File: config.mk
export PLATFORM = sky130hd
export DESIGN_NAME = alu_rs
export DESIGN_NICKNAME = d
export VERILOG_FILES = /design/src/rtl/alu_rs_pkg.sv /design/src/rtl/alu_rs_age_pick.sv /design/src/rtl/alu_rs.sv
export SDC_FILE = /design/constraint.sdc
export NUM_CORES = 1
export LEC_CHECK = 0
export ABC_AREA = 1
export BUFFER_PORTS_ARGS = -buffer_cell sky130_fd_sc_hd__clkbuf_2
export CORE_UTILIZATION = 30
export CTS_BUF_LIST = sky130_fd_sc_hd__clkbuf_16
export CTS_CLUSTER_SIZE = 25
export DETAILED_ROUTE_END_ITERATION = 8
export GPL_TIMING_DRIVEN = 0
export PLACE_DENSITY = 0.46
export SLEW_MARGIN = 40
export SYNTH_ARGS = -nofsm -noshare
export SYNTH_HDL_FRONTEND = slang
export SYNTH_SLANG_ARGS = --single-unit
File: constraint.sdc
create_clock -name clk -period 12.1 [get_ports clk]
set_clock_uncertainty 0.2 [all_clocks]
set_input_delay 0.605 -clock clk [delete_from_list [all_inputs] [get_ports clk]]
set_output_delay 0.605 -clock clk [all_outputs]
set_load 0.02 [all_outputs]
File: src/rtl/alu_rs_pkg.sv
// Shared definitions for the ALU reservation station.
// Provides the common widths, the invalid-tag marker, the station entry
// layout and the operand wakeup helper used by both dispatch and wakeup.
package alu_rs_pkg;

  localparam int unsigned COMMON_WIDTH   = 32;
  localparam int unsigned INST_TAG_WIDTH = 5;
  localparam int unsigned OP_TYPE_WIDTH  = 6;

  localparam logic [INST_TAG_WIDTH-1:0] TAG_INVALID = '1;

  typedef struct packed {
    logic                      rdy;
    logic [COMMON_WIDTH-1:0]   val;
    logic [INST_TAG_WIDTH-1:0] tag;
  } src_t;

  typedef struct packed {
    logic                      valid;
    logic [OP_TYPE_WIDTH-1:0]  op;
    logic [INST_TAG_WIDTH-1:0] dest;
    src_t                      s1;
    src_t                      s2;
  } rs_entry_t;

  // Returns the source with the result bus value captured when it is still
  // waiting on the producer currently broadcasting.
  function automatic src_t src_capture(input src_t                      s,
                                       input logic [INST_TAG_WIDTH-1:0] cdb_tag,
                                       input logic [COMMON_WIDTH-1:0]   cdb_val);
    src_t r;
    r = s;
    if (!s.rdy && (s.tag == cdb_tag) && (cdb_tag != TAG_INVALID)) begin
      r.rdy = 1'b1;
      r.val = cdb_val;
    end
    return r;
  endfunction

endpackage

File: src/rtl/alu_rs_age_pick.sv
// rs_age_pick: age matrix and oldest-request picker for the reservation station.
// Ports:
//   clk, rst   clock and asynchronous active-high reset (matrix cleared)
//   i_insert   one-hot slot being written this edge (becomes youngest)
//   i_free     slots being released this edge (all ones squashes everything)
//   i_req      slots eligible for selection
//   o_grant    one-hot oldest requesting slot (zero when no request)
module rs_age_pick #(
  parameter int unsigned DEPTH = 4
) (
  input  logic             clk,
  input  logic             rst,
  input  logic [DEPTH-1:0] i_insert,
  input  logic [DEPTH-1:0] i_free,
  input  logic [DEPTH-1:0] i_req,
  output logic [DEPTH-1:0] o_grant
);

  // r_older[i][j] = 1 when slot i was written before slot j.
  logic [DEPTH-1:0] r_older [DEPTH];
  logic [DEPTH-1:0] w_blocked;

  always_ff @(posedge clk or posedge rst) begin
    if (rst) begin
      for (int unsigned i = 0; i < DEPTH; i++) r_older[i] <= '0;
    end else begin
      for (int unsigned i = 0; i < DEPTH; i++) begin
        for (int unsigned j = 0; j < DEPTH; j++) begin
          // A new entry is younger than every other slot; stale bits for
          // empty slots are harmless because requests mask them out.
          if (i_insert[j])                 r_older[i][j] <= (i != j);
          else if (i_insert[i])            r_older[i][j] <= 1'b0;
          else if (i_free[i] || i_free[j]) r_older[i][j] <= 1'b0;
        end
      end
    end
  end

  always_comb begin
    w_blocked = '0;
    for (int unsigned i = 0; i < DEPTH; i++) begin
      for (int unsigned j = 0; j < DEPTH; j++) begin
        if ((i != j) && i_req[j] && r_older[j][i]) w_blocked[i] = 1'b1;
      end
    end
  end

  assign o_grant = i_req & ~w_blocked;

endmodule

File: src/rtl/alu_rs.sv
// alu_rs: ALU reservation station between dispatch and the ALU.
// Holds up to RS_DEPTH ops, captures missing operands from the ALU result
// bus and issues the oldest fully-ready op through a registered
// valid/ready issue stage.
// Ports:
//   clk, rst, flush                 clock, async active-high reset, sync squash
//   disp_*                          dispatch request, opcode, dest tag, sources
//   disp_ready                      station not full (state only)
//   cdb_tag, cdb_val                ALU result broadcast (tag all-ones = none)
//   iss_valid/iss_ready             issue handshake
//   iss_op, iss_a, iss_b, iss_dest  issued op
// Widths are tied to the shared entry layout; only RS_DEPTH is freely sizable.
module alu_rs
  import alu_rs_pkg::*;
#(
  parameter int unsigned RS_DEPTH = 4,
  parameter int unsigned DATA_W   = COMMON_WIDTH,
  parameter int unsigned TAG_W    = INST_TAG_WIDTH,
  parameter int unsigned OP_W     = OP_TYPE_WIDTH
) (
  input  logic              clk,
  input  logic              rst,
  input  logic              flush,
  input  logic              disp_valid,
  output logic              disp_ready,
  input  logic [OP_W-1:0]   disp_op,
  input  logic [TAG_W-1:0]  disp_dest,
  input  logic              disp_s1_rdy,
  input  logic [DATA_W-1:0] disp_s1_val,
  input  logic [TAG_W-1:0]  disp_s1_tag,
  input  logic              disp_s2_rdy,
  input  logic [DATA_W-1:0] disp_s2_val,
  input  logic [TAG_W-1:0]  disp_s2_tag,
  input  logic [TAG_W-1:0]  cdb_tag,
  input  logic [DATA_W-1:0] cdb_val,
  output logic              iss_valid,
  input  logic              iss_ready,
  output logic [OP_W-1:0]   iss_op,
  output logic [DATA_W-1:0] iss_a,
  output logic [DATA_W-1:0] iss_b,
  output logic [TAG_W-1:0]  iss_dest
);

  localparam logic [TAG_W-1:0] L_TAG_INV = '1;

  rs_entry_t            r_ent [RS_DEPTH];
  rs_entry_t            w_new;
  logic [RS_DEPTH-1:0]  w_valid;
  logic [RS_DEPTH-1:0]  w_req;
  logic [RS_DEPTH-1:0]  w_slot;
  logic                 w_found;
  logic [RS_DEPTH-1:0]  w_ins;
  logic [RS_DEPTH-1:0]  w_grant;
  logic [RS_DEPTH-1:0]  w_issue;
  logic [RS_DEPTH-1:0]  w_pick_free;
  logic                 w_load;
  logic [OP_W-1:0]      w_sel_op;
  logic [DATA_W-1:0]    w_sel_a;
  logic [DATA_W-1:0]    w_sel_b;
  logic [TAG_W-1:0]     w_sel_dest;

  always_comb begin
    for (int unsigned i = 0; i < RS_DEPTH; i++) begin
      w_valid[i] = r_ent[i].valid;
      w_req[i]   = r_ent[i].valid && r_ent[i].s1.rdy && r_ent[i].s2.rdy;
    end
  end

  assign disp_ready = ~(&w_valid);

  // Lowest-index free slot.
  always_comb begin
    w_slot  = '0;
    w_found = 1'b0;
    for (int unsigned i = 0; i < RS_DEPTH; i++) begin
      if (!w_valid[i] && !w_found) begin
        w_slot[i] = 1'b1;
        w_found   = 1'b1;
      end
    end
  end

  assign w_ins       = (disp_valid && disp_ready && !flush) ? w_slot : '0;
  assign w_load      = (!iss_valid || iss_ready) && (|w_req) && !flush;
  assign w_issue     = w_load ? w_grant : '0;
  assign w_pick_free = flush ? '1 : w_issue;

  rs_age_pick #(
    .DEPTH (RS_DEPTH)
  ) u_age_pick (
    .clk      (clk),
    .rst      (rst),
    .i_insert (w_ins),
    .i_free   (w_pick_free),
    .i_req    (w_req),
    .o_grant  (w_grant)
  );

  // Incoming entry, with same-cycle operand capture from the result bus.
  always_comb begin
    w_new.valid  = 1'b1;
    w_new.op     = disp_op;
    w_new.dest   = disp_dest;
    w_new.s1.rdy = disp_s1_rdy;
    w_new.s1.val = disp_s1_val;
    w_new.s1.tag = disp_s1_tag;
    w_new.s2.rdy = disp_s2_rdy;
    w_new.s2.val = disp_s2_val;
    w_new.s2.tag = disp_s2_tag;
    w_new.s1     = src_capture(w_new.s1, cdb_tag, cdb_val);
    w_new.s2     = src_capture(w_new.s2, cdb_tag, cdb_val);
  end

  always_comb begin
    w_sel_op   = '0;
    w_sel_a    = '0;
    w_sel_b    = '0;
    w_sel_dest = '0;
    for (int unsigned i = 0; i < RS_DEPTH; i++) begin
      if (w_grant[i]) begin
        w_sel_op   = r_ent[i].op;
        w_sel_a    = r_ent[i].s1.val;
        w_sel_b    = r_ent[i].s2.val;
        w_sel_dest = r_ent[i].dest;
      end
    end
  end

  always_ff @(posedge clk or posedge rst) begin
    if (rst) begin
      for (int unsigned i = 0; i < RS_DEPTH; i++) r_ent[i] <= '0;
    end else if (flush) begin
      for (int unsigned i = 0; i < RS_DEPTH; i++) r_ent[i].valid <= 1'b0;
    end else begin
      for (int unsigned i = 0; i < RS_DEPTH; i++) begin
        if (w_ins[i]) begin
          r_ent[i] <= w_new;
        end else if (w_issue[i]) begin
          r_ent[i].valid <= 1'b0;
        end else if (r_ent[i].valid) begin
          r_ent[i].s1 <= src_capture(r_ent[i].s1, cdb_tag, cdb_val);
          r_ent[i].s2 <= src_capture(r_ent[i].s2, cdb_tag, cdb_val);
        end
      end
    end
  end

  always_ff @(posedge clk or posedge rst) begin
    if (rst) begin
      iss_valid <= 1'b0;
      iss_op    <= '0;
      iss_a     <= '0;
      iss_b     <= '0;
      iss_dest  <= L_TAG_INV;
    end else if (flush) begin
      iss_valid <= 1'b0;
      iss_dest  <= L_TAG_INV;
    end else if (w_load) begin
      iss_valid <= 1'b1;
      iss_op    <= w_sel_op;
      iss_a     <= w_sel_a;
      iss_b     <= w_sel_b;
      iss_dest  <= w_sel_dest;
    end else if (iss_ready) begin
      iss_valid <= 1'b0;
    end
  end

  // A waiting source must name a real producer.
  a_disp_src_tag: assert property (@(posedge clk) disable iff (rst)
    (disp_valid && disp_ready) |->
      ((disp_s1_rdy || (disp_s1_tag != L_TAG_INV)) &&
       (disp_s2_rdy || (disp_s2_tag != L_TAG_INV))));

endmodule

==> results <==
- The run finished with clean final reports.
- The setup TNS is 0 ps.
- The data arrival time of the worst path is 3260 ps.
- The post-CTS setup-driven buffer insertion count is 0.
- STA classifies the critical path endpoint as a flip-flop.
- The fraction of the cycle the final worst path needs is 0.2412.
- The switching power total is between 1000 and 1500 µW.
- Of the synthesized area, sequential elements account for 0.4630.
- The core area is 0.07798 mm².
- The maximum operating frequency is 0.3426 GHz.
- The number of distinct library cell variants in the gate-level netlist after synthesis is 34.
- In this run the static leakage power is 0.01634 µW.
- The number of clock sinks is 440.
- STA classifies the critical path startpoint as a flip-flop.
- Across every metal layer, demand over resource in global routing totals 0.2542.
- The most numerous cell type found on the critical path is sky130_fd_sc_hd__nand2_1.
- A synthesized cell averages between 6 and 7 µm².
- For the pin with the worst max-slew slack, the measured transition is between 900 and 1000 ps.
- The slowest cell on the critical path is sky130_fd_sc_hd__dfrtp_1.
- In the synthesized netlist, the cells that appear most often are sky130_fd_sc_hd__nand2_1 (1693), sky130_fd_sc_hd__dfrtp_1 (435), sky130_fd_sc_hd__nand3_1 (322), sky130_fd_sc_hd__nor2_1 (200), sky130_fd_sc_hd__inv_1 (167).
- The die boundary width is 283.6 µm.
- The tightest slew margin relative to the limit is 0.3815.
- Input and output buffers added on the ports amount to 203.
- The total congestion overflow after global routing is 0.
- The synthesized design contains 440 register bits.
- The minimum period implied by the final worst setup slack is 2919 ps.
- The worst voltage drop across the vdd grid is 0.1204 mV.
- By instance count, the leading cell after synthesis is sky130_fd_sc_hd__nand2_1.
- The setup slack of the critical path after layout is 9181 ps.
- Routability-driven placement finished with a final weighted congestion of around 0.91.
- Setup repair after global routing left no endpoint under its margin.
- For this configuration, the core starts out at a cell density of 0.3051.
- The number of endpoints with negative hold slack in the final report is 0.
- At the placement stage, the worst setup path has a slack of 8963 ps.
- The average via count per standard cell is approximately 5.
- The number of global-route vias before repair came to 23210.
- Walking the worst path, the cells encountered are nand3_1 -> inv_1 -> o21ai_2 -> nor2_4 -> buf_2 -> buf_2 -> a21oi_1 -> nand2_1 -> nand2_1 -> nand2_1.
- Clock-pin slew was measured on the worst setup and hold paths at 60 ps.
- The share of total power dissipated in the clock network is 0.373.
- The number of levels in the clock H-tree is 2.
- Setup violations remaining at the end of the flow were counted as 0.
- The netlist area before placement is 0.02379 mm².
- The post-synthesis instance total is 3403.
- Clock latency on the worst-skew pair, taken at its later pin, is 620 ps.
- Detailed placement ended at an HPWL of between 70000 and 80000 µm.
- The number of antenna-violating nets in the routed design is 0.
- The sequential power share is 0.442.
- The data required time at the worst endpoint is 12440 ps.
- The number of antenna violations at the first check in global routing is 7.
- Counting instances, the worst hold path has a depth of 3.
- The die covers 0.08044 mm².
- Of the cells placed in the final design, the portion with a size suffix greater than 1 is 0.1391.
- The highest net fanout along the worst path is 10.
- The startpoint-to-endpoint class of the critical path is flip-flop to flip-flop.
- The number of I/O pins is 206.
- The CTS tree is yes.
- The logic gate share of total power is 0.184.
- The number of nets in the synthesized netlist is 3532.
- Of the total power, the share spent switching nets is 0.3154.
- The maximum buffer depth of the clock tree is 3.
- After synthesis, the cell types taking the most area are sky130_fd_sc_hd__dfrtp_1 (46%), sky130_fd_sc_hd__nand2_1 (27%), sky130_fd_sc_hd__nand3_1 (6.8%).
- The count of flip-flops with a built-in enable after synthesis is 0.
- In the routed design, unresolved DRC markers number 0.
- The minimum hold slack is 52.72 ps.
- Clock tree synthesis inserted a total of 53 buffers.
- Across the run, the number of max-cap violations was 0.
- The worst min-delay path class is input port to flip-flop.
- For this block, the initial DRC count from the detailed router was 2063.
- The internal power is 2885 µW.
- Among all flip-flop cells after synthesis, the most frequent one is sky130_fd_sc_hd__dfrtp_1.
- Summed over all layers, the routed wires come to around 100000 µm.
- For this run, asynchronously set or reset flops after synthesis account for 1.000.
- For this run, the post-layout net count is about 3800.
- The area growth from synthesis to final layout is 19.29%.
- The biggest area contributor in the post-synthesis netlist is sky130_fd_sc_hd__dfrtp_1.
- The floorplan step set the die height to 283.6 µm.
- The global-route wire length before repair is 153200 µm.
- The largest net degree at the start of global routing is 25.
- The length of the first detailed-routing pass in iterations is 6.
- The max-slew violation count is 0.
- The top-area cell type share of the netlist area is 0.4575.
- Across all layers, the routed design uses between 20000 and 25000 vias.
- The completed layout was analyzed and its total power is 4214 µW.
- For this run, the slowest stage of the critical path takes approximately 450 ps.
- The power density over the cells is around 150 mW/mm².
- The Yosys warning count is 0.
- The final core utilization is 0.3640.
- The post-detailed-route wirelength per cell is ~22 µm.
- The worst register-to-register path has a depth of 10.
- The number of cell rows is 102.
- The root buffer cell chosen for the clock tree is sky130_fd_sc_hd__clkbuf_16.
[cells in the final DEF, fill, tap and decap left out, types with 16 or more instances in the layout]
cell and instances:
sky130_fd_sc_hd__buf_2 116, sky130_fd_sc_hd__buf_4 20, sky130_fd_sc_hd__nand2_1 1693, sky130_fd_sc_hd__inv_1 181, sky130_fd_sc_hd__clkbuf_1 25, sky130_fd_sc_hd__dfrtp_1 435
sky130_fd_sc_hd__clkbuf_16 55, sky130_fd_sc_hd__nor2_1 200, sky130_fd_sc_hd__nand4_1 36, sky130_fd_sc_hd__o21ai_0 94, sky130_fd_sc_hd__a21oi_1 101, sky130_fd_sc_hd__a22oi_1 70
sky130_fd_sc_hd__nand2_2 22, sky130_fd_sc_hd__nand3_1 322, sky130_fd_sc_hd__buf_6 20, sky130_fd_sc_hd__clkbuf_2 204, sky130_fd_sc_hd__clkinv_1 16
[metrics by stage]
stage                     area (µm²)  cells
after detailed placement       26690   4669
after CTS                      28380   4770
after floorplan                23800   3403
final                          28380   4772
after global placement         26120   4646
after global routing           28380   4772
[worst paths after layout]
kind	from	slack, ps	end
setup / recovery	r_ent[175]$_DFFE_PP0P_	9180	iss_b[9]$_DFFE_PP0P_
hold / removal	disp_s1_tag[0]	50	r_ent[302]$_DFFE_PP0P_
setup reg to reg	r_ent[175]$_DFFE_PP0P_	9180	iss_b[9]$_DFFE_PP0P_
max in group asynchronous	rst	9840	r_ent[116]$_DFFE_PP0P_
min in group asynchronous	rst	290	iss_b[7]$_DFFE_PP0P_
hold reg to reg	r_ent[58]$_DFFE_PP0P_	280	r_ent[58]$_DFFE_PP0P_
[power by group through the flow]
stage	logic [µW]	clock network, µW	registers [µW]
after CTS	781	1610	1860
after detailed placement	777	0	1880
after global routing	872	1660	1890
after global placement	749	0	1890
after floorplan	441	0	1910
final	777	1570	1860
[layout make-up]
type / count / area [µm²]
timing repair buffer: 228 / 1609
sequential: 440 / 11020
clock buffer: 55 / 1376
inverter: 185 / 701.9
antenna: 2 / 5.005
tap: 1040 / 1301
fill: 8435 / 49590
multi-input combinational: 2590 / 11000
clock inverter: 44 / 292.8
buffer: 188 / 1077
[cell families (layout without fill, tap and decap cells)]
family,count (synthesis),in the layout,share of synthesized area
simple gates,2298,2298,0.3900
flops,440,440,0.4630
buf+inv,373,700,0.07456
compound gates,279,279,0.06762
xor+xnor,13,13,0.004785
other cells,0,2,0
[flip-flops by register name, summed over array words and instances (netlist names)]
name,flops
iss_dest,5
u_age_pick.r_older,12
iss_b,32
iss_a,32
iss_valid,1
iss_op,6
r_ent,352
[metal layers]
| metal | track usage | wire (µm) | up-vias | share of wire |
|---|---|---|---|---|
| met3 | 0.04156 | 7244 | 160 | 0.070 |
| met1 | 0.3583 | 47070 | 11350 | 0.46 |
| met2 | 0.3966 | 45580 | 875 | 0.44 |
| met4 | 0.07892 | 2938 | 10 | 0.029 |
| li1 | - | - | 11330 | - |
| met5 | 0 | 63 | - | 0.00061 |
[critical path: cells and delay by family, from the launching register on]
family / cells / cell delay [ps]
simple gates: 5 / 1020
buf+inv: 3 / 990
compound gates: 2 / 150
flops: 1 / 450
[timing repair]
action,CTS,global route
hold buffers,2,0
resized for setup,0,0
hold endpoints to repair,40,0
Note: power is estimated with default switching activity, not from simulation.
